<file path="src/rtl/dm_stage.sv">
// Data-memory access stage: executes LDM/STM against a local memory and buffers
// result packets in a small FIFO ahead of the downstream handshake.
`timescale 1ns/1ps
module dm_stage #(
  parameter int unsigned COLOR_W    = 3,
  parameter int unsigned GEN_W      = 8,
  parameter int unsigned DEST_W     = 8,
  parameter int unsigned DATA_W     = 16,
  parameter int unsigned ADDR_W     = 8,
  parameter int unsigned FIFO_DEPTH = 2,
  parameter int unsigned PKT_W      = COLOR_W + GEN_W + DEST_W + 4 + 2 + DATA_W
) (
  input  logic             CP,
  input  logic             MR_n,
  input  logic             Send_in,
  output logic             Ack_out,
  input  logic             LOAD_FLG,
  input  logic             WRITE_EN,
  input  logic [DATA_W-1:0] WRITE_DATA,
  input  logic [PKT_W-1:0]  PACKET_IN,
  output logic             Send_out,
  input  logic             Ack_in,
  output logic [PKT_W-1:0]  PACKET_OUT,
  output logic             ERR
);

  localparam int unsigned PTR_W     = $clog2(FIFO_DEPTH);
  localparam int unsigned CNT_W     = PTR_W + 1;
  localparam int unsigned MEM_DEPTH = 2 ** ADDR_W;
  localparam int unsigned Z_BIT     = DATA_W;

  logic [DATA_W-1:0] mem [MEM_DEPTH];
  logic [PKT_W-1:0]  fifo_q [FIFO_DEPTH];
  logic [PTR_W-1:0]  wr_ptr_q;
  logic [PTR_W-1:0]  rd_ptr_q;
  logic [CNT_W-1:0]  count_q;
  logic [CNT_W-1:0]  count_d;
  logic              err_q;

  logic              push;
  logic              pop;
  logic [ADDR_W-1:0] addr;
  logic [DATA_W-1:0] rd_data;
  logic [PKT_W-1:0]  push_pkt;

  assign Ack_out    = (count_q < CNT_W'(FIFO_DEPTH));
  assign Send_out   = (count_q != '0);
  assign PACKET_OUT = fifo_q[rd_ptr_q];
  assign ERR        = err_q;

  assign push    = Send_in & Ack_out;
  assign pop     = Send_out & Ack_in;
  assign addr    = PACKET_IN[ADDR_W-1:0];
  assign rd_data = mem[addr];

  // Only a pure LDM rewrites the packet; a both-flags packet behaves as STM.
  always_comb begin
    push_pkt = PACKET_IN;
    if (LOAD_FLG && !WRITE_EN) begin
      push_pkt[DATA_W-1:0] = rd_data;
      push_pkt[Z_BIT]      = ~|rd_data;
    end
  end

  always_comb begin
    count_d = count_q;
    unique case ({push, pop})
      2'b10:   count_d = count_q + CNT_W'(1);
      2'b01:   count_d = count_q - CNT_W'(1);
      default: count_d = count_q;
    endcase
  end

  always_ff @(posedge CP or negedge MR_n) begin
    if (!MR_n) begin
      wr_ptr_q <= '0;
      rd_ptr_q <= '0;
      count_q  <= '0;
      err_q    <= 1'b0;
      for (int i = 0; i < FIFO_DEPTH; i++) begin
        fifo_q[i] <= '0;
      end
    end else begin
      if (push) begin
        fifo_q[wr_ptr_q] <= push_pkt;
        wr_ptr_q         <= wr_ptr_q + PTR_W'(1);
      end
      if (pop) begin
        rd_ptr_q <= rd_ptr_q + PTR_W'(1);
      end
      count_q <= count_d;
      if (push && LOAD_FLG && WRITE_EN) begin
        err_q <= 1'b1;
      end
    end
  end

  // Memory is deliberately outside the reset domain so its contents survive MR_n.
  always_ff @(posedge CP) begin
    if (push && WRITE_EN) begin
      mem[addr] <= WRITE_DATA;
    end
  end

endmodule

</file>
<file path="config.mk">
export PLATFORM = sky130hd
export DESIGN_NAME = dm_stage
export DESIGN_NICKNAME = d
export VERILOG_FILES = /design/src/rtl/dm_stage.sv
export SDC_FILE = /design/constraint.sdc
export NUM_CORES = 2
export LEC_CHECK = 0
export BUFFER_PORTS_ARGS = -buffer_cell sky130_fd_sc_hd__buf_2
export CAP_MARGIN = 40
export CORE_MARGIN = 2
export CORE_UTILIZATION = 50
export CTS_BUF_LIST = sky130_fd_sc_hd__clkbuf_4
export DETAILED_ROUTE_END_ITERATION = 7
export PLACE_DENSITY = 0.62
export SYNTH_ARGS = -nofsm -noshare
export SYNTH_HDL_FRONTEND = slang
export SYNTH_SLANG_ARGS = --single-unit
export TNS_END_PERCENT = 20
</file>
<file path="constraint.sdc">
create_clock -name CP -period 9.2 [get_ports CP]
set_input_delay 1.84 -clock CP [delete_from_list [all_inputs] [get_ports CP]]
set_output_delay 1.84 -clock CP [all_outputs]
set_load 0.05 [all_outputs]
</file>
==> metrics.cfg <==
[timing]
setup_repair_after_global_routing_missed_its_margin=false
setup_viol=0
post-route-period-util_pct=64.7
worst_clock_skew_ns=0.138
worst_pin_slew_ns=1.35
final.min_clock_period_ns=5.96
final_hold_viol_count=0
timing_max_transition_violations_final=0
post-route-worst-setup-slack_ns=3.24
whs_ns=0.443
tns_ns=0
timing.fmax_mhz=168
worst_slew_margin_rel_pct=10.0

[placement]
placer_s_final_routability_congestion_estimate=0.894
post_dp_cell_area_sq_mm=0.169
buffer_ports.inserted=106
place.detailed.instances=11603
place_ws_ns=1.84
dp_hpwl_mm=261

[pwr]
report.power.total_mw=39.6
power.ir.vdd_worst_v=0.000276
power.static_leakage_nw=58.7
cellPowerDensity_mw_per_mm2=218

[floorplan]
initial_core_utilization_pct=50.3
core_sq_mm=0.318
die_area_sq_mm=0.325
die_h_microns=570
design.portCount=107
placement_rows=207
die_extent_in_x_microns=570

[yosys]
postSynthAreaPerCell_sq_um=21.9
ys_async_sr_fraction_pct=2.08
syn_nets=7365
syn_area_sq_mm=0.160
synth_edf_count=4096
yosys.area.top_type=edfxtp_1
synth_ff_type=edfxtp_1
netlist_top_cells_area=edfxtp_1, mux4_2, a22oi_1
ys_seq_area_share_pct=78.2
synth.most_common_cell=edfxtp_1
synth_commonest_cells=edfxtp_1, mux4_2, a22oi_1
synthDistinctLibCells=67
synth-seq-cells=4183
synthDominantCellAreaShare_pct=76.8
synthesis.instances=7301
synthesis.yosys.warnings=0

[global_route]
globalRouteTotalUtil_pct=27.7
grt_antenna_before_repair=24
grt_overflow_total=0
grt_max_degree=176
number_of_global_route_vias_before_repair=86027
global_route_wire_length_before_repair_mm=627

[finish]
layout_cell_share_with_drive_strength_beyond_1_pct=36.5
layout.cell_area.non_filler_sq_mm=0.182
layout.filler_cells=23779
finalNonFillerCells=13400
layout.core_utilization_pct=57.1
nNetsFinal=8630
area_delta_synth_final_pct=13.5

[critical_path]
path_common_cell=buf_4
worstPathBufferInverterCount=4
path_delay_family=buffers and inverters
crit_start=PACKET_IN[3]
path_cells=buf_4 -> buf_4 -> clkinv_2 -> buf_4 -> mux4_2 -> and2_0 -> or4_1 -> nor4_1 -> nand4_1 -> nor4_2 -> o22a_1
critical_path_class=input pin to register
timing.rr.start=mem[173][11]
critPathMaxFanout=26
timing.critical_path.required_ns=10.77
crit_path_top_delay_cell=clkinv_2
worst-endpoint-arrival_ns=7.52
setup.worst_path.start_class=input pin
crit_path_max_incr_delay_ns=0.80
endpoint_kind=register

[detailed_routing]
vias=85106
first_pass_iters=6
via_per_inst=6.35
route.antenna.remaining_nets=0
drc=0
routed_wl_mm=444
routed_wire_length_per_instance_microns=33.1
drt-initial-drc-count=11695

[clock_tree]
clock_insertion_delay_worst_skew_ns=1.73
clock_path_buffers=5
cts_post_setup_buffers_inserted=0
path_clk_slew_ns=0.06
cts_repair_resize_count=0
clkSinkCount=4183
cts-htree-levels=7
tritoncts_clock_tree=built
cts_root_buffer=clkbuf_4
cts_made_buffers=1136
cts-hold-fix-buffers=1

[worst_hold_path]
hold_path_class=input pin to register
hp-start=PACKET_IN[40]

[run_status]
outcome=complete, no violations

[run]
max_cap_violations=0

## metal layers
| layer | up-vias | track usage, % | routed length, microns |
|---|---|---|---|
| met3 | 772 | 8.45 | 49700 |
| met4 | 18 | 11.1 | 15100 |
| li1 | 34123 | - | - |
| met1 | 44992 | 38.6 | 175000 |
| met5 | - | 0 | 128 |
| met2 | 5201 | 41.1 | 204000 |
## flip-flops by register name, summed over array words and instances (netlist names)
| signal | count |
|---|---|
| ERR | 1 |
| count_q | 2 |
| fifo_q | 82 |
| mem | 4096 |
| rd_ptr_q | 1 |
| wr_ptr_q | 1 |
## cell families (layout without fill, tap and decap cells)
kind of cell    after synthesis  after routing  synth area share, %
flops                      4183           4183                 78.2
mux                        1198           1198                 15.1
simple gates                640            640                 1.77
buf+inv                     464           2363                 1.38
xor+xnor                      4              4               0.0219
fa+ha+maj                     1              1              0.00782
compound gates              811            811                 3.50
other cells                   0             20                    0
## cell usage in the layout (no fill, tap or decap), types with 9 or more instances in the layout
cell,instances
mux2_2,78
bufinv_16,13
buf_16,11
mux4_2,968
diode_2,20
buf_12,38
a221oi_1,15
edfxtp_1,4096
a22oi_1,438
buf_8,19
nand3_1,34
nor2_1,252
a21oi_1,211
clkbuf_4,1586
nand2b_1,9
buf_2,88
nand2_1,184
nor4_1,11
nor3_2,24
dfrtp_1,86
and3_1,9
clkinv_1,131
buf_4,416
mux2i_1,152
nand4_1,31
a32oi_1,10
inv_2,27
nor2_2,18
o21ai_0,36
o41ai_1,16
o41ai_2,20
clkinv_2,15
## where the power goes
part	total (mW)	switching (mW)	internal, mW
Sequential	21.2	0.107	21.1
Clock	15.4	7.22	8.20
Combinational	2.92	1.97	0.951
## area by class of cell
cell class / count / area [sq um] / share of cell area (%)
antenna: 20 / 50.0 / 0.0276
clock buffer: 1586 / 11900 / 6.56
clock inverter: 186 / 1070 / 0.587
inverter: 9 / 35.0 / 0.0193
multi-input combinational: 2654 / 33100 / 18.2
sequential: 4183 / 125000 / 68.9
tap: 4180 / 5230 / 2.88
timing repair buffer: 582 / 5030 / 2.77
## worst min-delay path: stages
cell and delay [ns]:
buf_2 0.09, nand2_1 0.04, nand2_1 0.05
## path summary, 6_finish.rpt
check | to | slack, ns | cells after the start
max | fifo_q[57] | 3.24 | 11
max reg2reg | fifo_q[57] | 4.81 | 10
max in group asynchronous | fifo_q[78] | 7.83 | 3
min in group asynchronous | fifo_q[8] | 0.68 | 2
min | fifo_q[81] | 0.44 | 3
min reg2reg | ERR | 0.46 | 1
Power figures use the tool's default switching activity.
